[src/rtl/if_id_queue.sv]
// Fetch-to-decode bundle queue: a DEPTH-entry FIFO of fetch bundles with a
// synchronous mis-prediction flush and zeroed (NOP) outputs whenever empty.
module if_id_queue #(
  parameter int DEPTH  = 4,
  parameter int SLOTS  = 4,
  parameter int INST_W = 16,
  parameter int PC_W   = 16
) (
  input  logic                      clk,
  input  logic                      rst_n,
  input  logic                      mis_pred,
  input  logic                      in_valid,
  output logic                      in_ready,
  input  logic [SLOTS*PC_W-1:0]     pc_in,
  input  logic [SLOTS*INST_W-1:0]   inst_in,
  input  logic [SLOTS*PC_W-1:0]     recv_pc_in,
  input  logic [SLOTS-1:0]          pred_result_in,
  output logic                      out_valid,
  input  logic                      out_ready,
  output logic [SLOTS*PC_W-1:0]     pc_out,
  output logic [SLOTS*INST_W-1:0]   inst_out,
  output logic [SLOTS*PC_W-1:0]     recv_pc_out,
  output logic [SLOTS-1:0]          pred_result_out,
  output logic [$clog2(DEPTH+1)-1:0] count
);

  localparam int PTR_W = $clog2(DEPTH);
  localparam int CNT_W = $clog2(DEPTH + 1);
  localparam logic [CNT_W-1:0] FULL_CNT = CNT_W'(DEPTH);

  typedef struct packed {
    logic [SLOTS*PC_W-1:0]   pc;
    logic [SLOTS*INST_W-1:0] inst;
    logic [SLOTS*PC_W-1:0]   recv_pc;
    logic [SLOTS-1:0]        pred;
  } entry_t;

  entry_t           mem [DEPTH];
  entry_t           head;
  logic [PTR_W-1:0] wr_ptr;
  logic [PTR_W-1:0] rd_ptr;
  logic [CNT_W-1:0] count_q;
  logic             push;
  logic             pop;

  // NOTE: handshake flags come from the registered count only, so in_ready
  // never depends combinationally on out_ready; a full queue refuses input
  // even when decode drains an entry in the same cycle.
  assign in_ready  = (count_q < FULL_CNT);
  assign out_valid = (count_q != '0);
  assign push      = in_valid & in_ready & ~mis_pred;
  assign pop       = out_valid & out_ready & ~mis_pred;
  assign count     = count_q;

  always_ff @(posedge clk or negedge rst_n) begin
    if (!rst_n) begin
      wr_ptr  <= '0;
      rd_ptr  <= '0;
      count_q <= '0;
    end else if (mis_pred) begin
      wr_ptr  <= '0;
      rd_ptr  <= '0;
      count_q <= '0;
    end else begin
      if (push) wr_ptr <= wr_ptr + PTR_W'(1);
      if (pop)  rd_ptr <= rd_ptr + PTR_W'(1);
      case ({push, pop})
        2'b10:   count_q <= count_q + CNT_W'(1);
        2'b01:   count_q <= count_q - CNT_W'(1);
        default: count_q <= count_q;
      endcase
    end
  end

  // NOTE: the storage array is deliberately left unreset; stale contents are
  // never visible because the read side is gated by out_valid.
  always_ff @(posedge clk) begin
    if (push) begin
      mem[wr_ptr] <= '{pc: pc_in, inst: inst_in, recv_pc: recv_pc_in,
                       pred: pred_result_in};
    end
  end

  // Empty queue presents an all-zero NOP bundle to decode.
  assign head            = out_valid ? mem[rd_ptr] : '0;
  assign pc_out          = head.pc;
  assign inst_out        = head.inst;
  assign recv_pc_out     = head.recv_pc;
  assign pred_result_out = head.pred;

endmodule

[config.mk]
export PLATFORM = sky130hd
export DESIGN_NAME = if_id_queue
export DESIGN_NICKNAME = d
export VERILOG_FILES = /design/src/rtl/if_id_queue.sv
export SDC_FILE = /design/constraint.sdc
export NUM_CORES = 1
export LEC_CHECK = 0
export CORE_ASPECT_RATIO = 1.1
export CORE_UTILIZATION = 55
export CTS_CLUSTER_DIAMETER = 40
export DETAILED_ROUTE_END_ITERATION = 6
export PLACE_DENSITY = 0.89
export SLEW_MARGIN = 10
export SYNTH_ARGS = -nofsm -noshare
export SYNTH_HDL_FRONTEND = slang
export SYNTH_SLANG_ARGS = --single-unit
export TNS_END_PERCENT = 1
[constraint.sdc]
create_clock -name clk -period 13.52 [get_ports clk]
set_clock_uncertainty 0.1 [all_clocks]
set_input_delay 2.704 -clock clk [delete_from_list [all_inputs] [get_ports clk]]
set_output_delay 2.704 -clock clk [all_outputs]
set_load 0.005 [all_outputs]
; ---- After elaboration in Yosys (flattened, before gate mapping)
; Memories as Yosys holds them, arrays and structs flattened.
; Index checks and enable logic that the tools add are counted.
[totals]
ff_bits = 7
latchBits = 0
ram_bits = 784
mem_bits_ro = 0
inputBits = 201
out_inout_bits = 201
elab_cells = 29
memories = 1
[classes]
addsub = 4
mul = 0
div = 0
n_lt_le_gt_ge = 1
eq_ne = 2
shifts = 0
mux = 9
n_bitwise = 5
n_reduce_logical = 4
[mem_list]
columns = memory, depth, word_bits, rd, rd_ports_with_merged_regs, write_ports, line
row1 = mem, 4, 196, 1, 0, 1, 38  ; entry_t mem [DEPTH];
[ops]
columns = cell, count
row1 = 196-bit two-way mux, 1
row2 = 2-bit two-way mux, 4
row3 = 3-bit one-hot mux with 2 select lines, 1
row4 = 3-bit nonzero test, 2
row5 = 2-bit by 1-bit adder with 2-bit output (second input constant), 2
row6 = 1-bit bitwise AND, 4
row7 = 2-bit nonzero test, 2
row8 = 3-bit by 1-bit adder with 3-bit output (second input constant), 1
row9 = 3-bit < comparator (second input constant), 1
row10 = 3-bit two-way mux, 1
row11 = 3-bit by 1-bit subtractor with 3-bit output (second input constant), 1
row12 = 2-bit by 1-bit == test with 1-bit output (second input constant), 1
row13 = 2-bit == test (second input constant), 1
row14 = 1-bit two-way mux, 2
row15 = 1-bit inverter, 1

; ---- Longest topological paths before layout
; Gate-level depths: netlist (run 1).
[depth]
ltp_word = 6
mapped_depth = 11
depth_no_buf = 8

; ---- Worst setup path before layout (run 1)
; No wires, ideal clock.
[synth_path]
path_kind = input port to flip-flop
startpoint = input mis_pred
endpoint = memory mem[0][0] (netlist name) (enable)
setup_time_ns = 0.581
arrival_ns = 7.548
required_ns = 12.839
path_slack_ns = 5.291
path_stages = 3
path_buffers = 1
cell_sequence = clkbuf_1 -> nor2_1 -> and2_1
[synth_via]
elab_chain_len = 4
[synth_rtl]
columns = element, line
row1 = "start, declared", 11  ; input logic mis_pred,
row2 = 1-bit inverter, 51  ; assign push = in_valid & in_ready & ~mis_pred;
row3 = 1-bit bitwise AND, 51
row4 = 1-bit two-way mux, 78  ; if (push) begin
row5 = 1-bit two-way mux (not written as such), 79  ; mem[wr_ptr] <= '{pc: pc_in, inst: inst_in, recv_pc: recv_pc_in,
row6 = "end, declared", 38
; No other way between the ends.

; ---- Worst setup path after layout (run 1)
[layout_path]
startpoint = register rd_ptr[0]
endpoint = output pc_out[22]
[layout_via]
elab_chain_len = 2
[layout_rtl]
columns = element, line
row1 = "start, declared", 41  ; logic [PTR_W-1:0] rd_ptr;
row2 = "start signal, assigned", 66  ; if (pop) rd_ptr <= rd_ptr + PTR_W'(1);
row3 = memory read 4 x 196 bit, --
row4 = 196-bit two-way mux, 85  ; assign head = out_valid ? mem[rd_ptr] : '0;
row5 = "end, declared", 20  ; output logic [SLOTS*PC_W-1:0] pc_out,
; No other way between the ends.

==> flow_summary.json, run 1 <==
{
  "wl_microns": 64760,
  "min_path_type": "flop to flop",
  "final_util": 0.7009,
  "ir_worst_vdd_mv": 0.1865,
  "worstHoldStart": "wr_ptr[0]",
  "synth_warnings": 0,
  "start_util": 0.5594,
  "synth_top_cell_by_area": "edfxtp_1",
  "wl_per_cell_microns": 25.38,
  "synthTopCellsByArea": "edfxtp_1, mux4_2, and2_1, buf_6, dfrtp_1",
  "clock-sinks": 791,
  "drive_above_1_share": 0.2010,
  "clockBufferDepth": 3,
  "drtAntennaViolNets": 0,
  "worstMarginPinSlew_ps": 1191,
  "async_flop_share": 0.008850,
  "r2r_cells": 8,
  "grt_pass1_wl_microns": 95610,
  "grt_max_degree": 74,
  "clk_pin_slew_ps": 60,
  "maxCapViolCount": 0,
  "dp_hpwl_microns": 37740,
  "power.density_nw_per_um2": 157.3,
  "h-tree-depth": 3,
  "synthCells": 1303,
  "crit_start": "rd_ptr[0]",
  "hold_viol": 0,
  "critPathCaptureType": "primary output",
  "synth_top_flop_cell": "edfxtp_1",
  "hold_path_end": "wr_ptr[0]",
  "post_cts_buffers": 0,
  "syn_to_final_growth_pct": 25.28,
  "finalCritPeriodShare": 0.5288,
  "timing.reg2reg.setup_slack_ps": 9520,
  "place.gp.congestion": 0.7474,
  "hold_path_depth": 2,
  "synth-edff-count": 784,
  "critical_path_class": "flop to primary output",
  "rows": 89,
  "p_total_mw": 5.930,
  "ctsResizeCount": 0,
  "cts_buffers": 87,
  "final_net_count": 1950,
  "cpMostUsedCell": "buf_4",
  "crit_slowest_cell": "buf_4",
  "crit_path_max_incr_delay_ps": 900,
  "initialDrtViolationCount": 1197,
  "core-area_sq_um": 53790,
  "overflow": 0,
  "port-buffer-count": 401,
  "cts_tree": "yes",
  "fin_setup_tns_ps": 0,
  "outcome": "finished, final reports clean",
  "seq_area_frac_synth": 0.7883,
  "root_buffer": "clkbuf_16",
  "synth.distinct_cells": 26,
  "crit_path_start_kind": "flop",
  "yosysTopAreaCellShare": 0.7824,
  "r2r-start": "count[0]",
  "cts_hold_buf": 0,
  "dr.pass1.iters": 5,
  "dieHeight_microns": 247.3,
  "ios": 402,
  "grt_util_all_layers": 0.2345,
  "synth-seq-cells": 791,
  "r2r_end": "count[1]",
  "antenna_found_initial": 16,
  "avgSynthCellArea_sq_um": 23.09,
  "setup_viol": 0,
  "max_freq_mhz": 139.9,
  "p_leak_nw": 11.91,
  "grt_pass1_vias": 15723,
  "crit_chain": "buf_4 > buf_4 > mux4_2 > and2_1 > clkdlybuf4s50_1",
  "rsz0062_at_grt": "no",
  "worstPathMaxFanout": 55,
  "die_w_microns": 225.0,
  "fin_crit_ps": 7149,
  "die-area_sq_um": 55650,
  "syn_nets": 1509,
  "drc": 0,
  "cp.arrival_ps": 4340,
  "clk_latency_ps": 610,
  "cp.required_ps": 10720,
  "relSlewSlack": 0.2060,
  "slew_violations": 0,
  "vias": 14678,
  "post_drt_via_cell_ratio": 5.754,
  "syn_area_sq_um": 30090
}
==> worst max-delay path: cells and delay by family, from the launching register on <==
kind / cells / cell delay (ps)
flip-flops: 1 / 650
AND/OR/NAND/NOR: 1 / 170
buffers and inverters: 3 / 2210
multiplexers: 1 / 590
==> flip-flops by register name (all words and copies together), names as in the netlist <==
signal,cells
wr_ptr,2
mem,784
count,3
rd_ptr,2
==> area by class of cell <==
| cell class | count | area [sq um] |
|---|---|---|
| inverter | 3 | 11.26 |
| antenna | 7 | 17.52 |
| timing repair buffer | 421 | 4164 |
| clock buffer | 98 | 2261 |
| clock inverter | 63 | 644.4 |
| tap | 728 | 910.9 |
| multi-input combinational | 440 | 5962 |
| fill | 3024 | 16090 |
| sequential | 791 | 23730 |
==> worst max-delay path by stage <==
stage,to,slack [ps]
3_5_place_dp,recv_pc_out[37],6920
4_1_cts,pc_out[20],6220
5_1_grt,pc_out[13],6040
2_1_floorplan,mem[0][0],5290
6_report,pc_out[22],6370
3_3_place_gp,inst_out[36],6920
==> logic make-up after synthesis <==
logic type / count (synthesis) / share of synthesized area
buffers and inverters: 72 / 0.01410
and+or+nand+nor: 222 / 0.04491
muxes: 197 / 0.1470
xor gates and xnor gates: 4 / 0.001165
AOI/OAI and AO/OA: 12 / 0.002204
DFF: 791 / 0.7883
adders and majority gates: 5 / 0.002329
==> cells in the mapped netlist, types with 2 or more instances <==
cell and instances:
xor2_1 3, inv_1 3, dfrtp_1 7, nand3_1 3, nor2_1 5, mux4_2 196
nand2_1 8, and2_1 200, clkbuf_1 26, o21ai_0 5, edfxtp_1 784, ha_1 4
buf_2 26, buf_6 16, nand2b_1 2, a21oi_1 5
==> through the flow <==
step                      setup slack (ps)  hold WS [ps]  instances  area, sq um
after global placement                6918         450.3       2383        34770
after floorplan                       5291         439.3       1303        30090
after detailed placement              6918         475.5       2383        34770
after CTS                             6216         490.8       2544        37680
after global routing                  6045         515.8       2549        37690
final                                 6371         494.9       2551        37700
==> cells in the final DEF (no fill, tap or decap), types with 2 or more instances in the layout <==
| cell | count |
|---|---|
| buf_4 | 20 |
| inv_16 | 2 |
| nand3_1 | 3 |
| clkbuf_1 | 9 |
| bufinv_16 | 7 |
| edfxtp_1 | 784 |
| dfrtp_4 | 2 |
| clkinv_4 | 4 |
| inv_6 | 4 |
| clkinv_2 | 15 |
| dfrtp_1 | 5 |
| clkdlybuf4s50_1 | 401 |
| clkinv_1 | 10 |
| nand2_1 | 8 |
| nor2_1 | 5 |
| diode_2 | 7 |
| and2_1 | 196 |
| clkbuf_16 | 89 |
| o21ai_0 | 5 |
| mux4_2 | 196 |
| a21oi_1 | 5 |
| nand2b_1 | 2 |
| inv_8 | 5 |
| clkinvlp_4 | 12 |
| inv_1 | 3 |
| ha_1 | 4 |
| xor2_1 | 3 |
| clkinv_8 | 4 |
| and2_4 | 4 |
==> power by group <==
part / switching (mW) / leakage (nW) / internal, mW
Clock: 0.984 / 1.39 / 1.36
Combinational: 0.336 / 3.31 / 0.448
Sequential: 0.0266 / 7.21 / 2.77
==> routing by layer <==
metal,GRT usage,routed length (microns)
met4,0.08423,1559
met5,0.005231,158
met1,0.2855,23150
met3,0.07498,6013
met2,0.3950,33870
Power figures use the tool's default switching activity.
==> run 2, diff against run 1 <==
- CORE_UTILIZATION: 55 -> 50
- PLACE_DENSITY: 0.89 -> 0.85
- clock period: 13.52 -> 6.3 ns (I/O delays scaled with it)
==> flow_summary.json, run 2 (synthesized netlist as in run 1, its figures left out) <==
{
  "start_util": 0.5100,
  "fin_crit_ps": 4794,
  "drc": 0,
  "placedCellCount": 2429,
  "critPathCaptureType": "primary output",
  "ir_worst_vdd_mv": 0.3314,
  "dp_hpwl_microns": 37570,
  "die_w_microns": 235.9,
  "final_cell_mix": "edfxtp_1, clkdlybuf4s50_1, mux4_2, and2_1, clkbuf_16",
  "largest_register_ffs": 784,
  "core-area_sq_um": 59000,
  "critical_path_class": "flop to primary output",
  "place.gp.congestion": 0.7504,
  "clock-sinks": 791,
  "vias": 14723,
  "die-area_sq_um": 61160,
  "grt_pass1_wl_microns": 97380,
  "cts_hold_buf": 0,
  "rows": 93,
  "hold_viol": 0,
  "overflow": 0,
  "fillers": 3659,
  "largest_register": "mem",
  "clk_latency_ps": 620,
  "wl_microns": 64220,
  "outcome": "finished, final reports clean",
  "whs_ps": 475.5,
  "drive_above_1_share": 0.2120,
  "min_path_type": "flop to flop",
  "relSlewSlack": 0.2591,
  "wl_per_cell_microns": 24.65,
  "grt_max_degree": 99,
  "worstPathMaxFanout": 98,
  "dr.pass1.iters": 5,
  "grt_util_all_layers": 0.2135,
  "root_buffer": "clkbuf_16",
  "setup_viol": 0,
  "power.density_nw_per_um2": 341.7,
  "cts_tree": "yes",
  "post_drt_via_cell_ratio": 5.652,
  "cp.required_ps": 4940,
  "cp.arrival_ps": 3430,
  "cts_buffers": 92,
  "maxCapViolCount": 0,
  "crit_path_start_kind": "flop",
  "worstMarginPinSlew_ps": 1111,
  "post_cts_buffers": 0,
  "initialDrtViolationCount": 1003,
  "port-buffer-count": 401,
  "p_leak_nw": 12.13,
  "rsz0062_at_grt": "no",
  "ios": 402,
  "h-tree-depth": 3,
  "final_common_cell": "edfxtp_1",
  "final_net_count": 1969,
  "clockBufferDepth": 3,
  "antenna_found_initial": 6,
  "grt_pass1_vias": 15794,
  "finalNonFillerCells": 2605,
  "slew_violations": 0,
  "dieHeight_microns": 259.3,
  "finalCritPeriodShare": 0.7610,
  "drtAntennaViolNets": 0,
  "syn_to_final_growth_pct": 27.07,
  "clk_pin_slew_ps": 70,
  "max_freq_mhz": 208.6,
  "ctsResizeCount": 0
}
-- run 2: changes by cell type in the layout (fill, tap and decap cells not counted) --
cell,before,now
clkinv_1,10,7
buf_12,0,13
bufinv_16,7,9
inv_6,4,12
clkinv_2,15,10
clkinv_4,4,8
clkinv_8,4,2
clkbuf_8,0,2
buf_4,20,21
inv_8,5,1
clkbuf_16,89,95
clkbuf_1,9,11
diode_2,7,5
-- run 2: area by class of cell --
cell class	instances	area, sq um	share of cell area
repair buffers	435	4432	0.1159
diodes	5	12.51	0.0003272
inverters	3	11.26	0.0002945
well taps	760	950.9	0.02487
clock buffers	108	2446	0.06397
clock inverters	63	695.7	0.01819
multi-input cells	440	5962	0.1559
flip-flops and latches	791	23730	0.6205
-- run 2: routing by layer --
| layer | GRT usage | vias up | wire length (microns) |
|---|---|---|---|
| met1 | 0.2717 | 7674 | 24330 |
| met5 | 0 | - | 13 |
| met2 | 0.3526 | 635 | 32740 |
| li1 | - | 6306 | - |
| met4 | 0.08170 | 2 | 1733 |
| met3 | 0.05838 | 106 | 5409 |
-- run 2: power breakdown --
group          switching [mW]  total, mW  internal, mW  leakage, nW
clock                    2.15       5.35          3.20         1.50
combinational           0.707       1.69         0.986         3.42
sequential             0.0777       6.02          5.94         7.21
total                    2.93       13.1          10.1         12.1
-- run 2: final timing paths --
| kind | to | slack, ps | cells after the start | start |
|---|---|---|---|---|
| worst max-delay path | recv_pc_out[26] | 1510 | 4 | count[0] |
| worst min-delay path | wr_ptr[0] | 480 | 2 | wr_ptr[0] |
| worst max register to register | count[2] | 3430 | 8 | count[0] |
| worst min register to register | wr_ptr[0] | 480 | 2 | wr_ptr[0] |
| max in group asynchronous | rd_ptr[1] | 5020 | 1 | rst_n |
| min in group asynchronous | count[0] | 790 | 1 | rst_n |
-- run 2: worst max-delay path, cell delays in order, from the launching register on --
cell and delay, ps:
dfrtp_1 570, or3_4 850, buf_12 340, and2_1 270, clkdlybuf4s50_1 550
-- run 2: metrics by stage --
step	worst slack, ps	TNS, ps	area (sq um)	total power, mW	utilization
after floorplan	-484.7	-285030	30090	6.950	-
after detailed placement	2087	0	35080	7.830	0.5946
after global placement	2150	0	35080	7.789	0.5946
after CTS	1415	0	38220	13.18	0.6479
after global routing	1319	0	38230	13.48	0.6481
final	1506	0	38240	13.07	0.6481
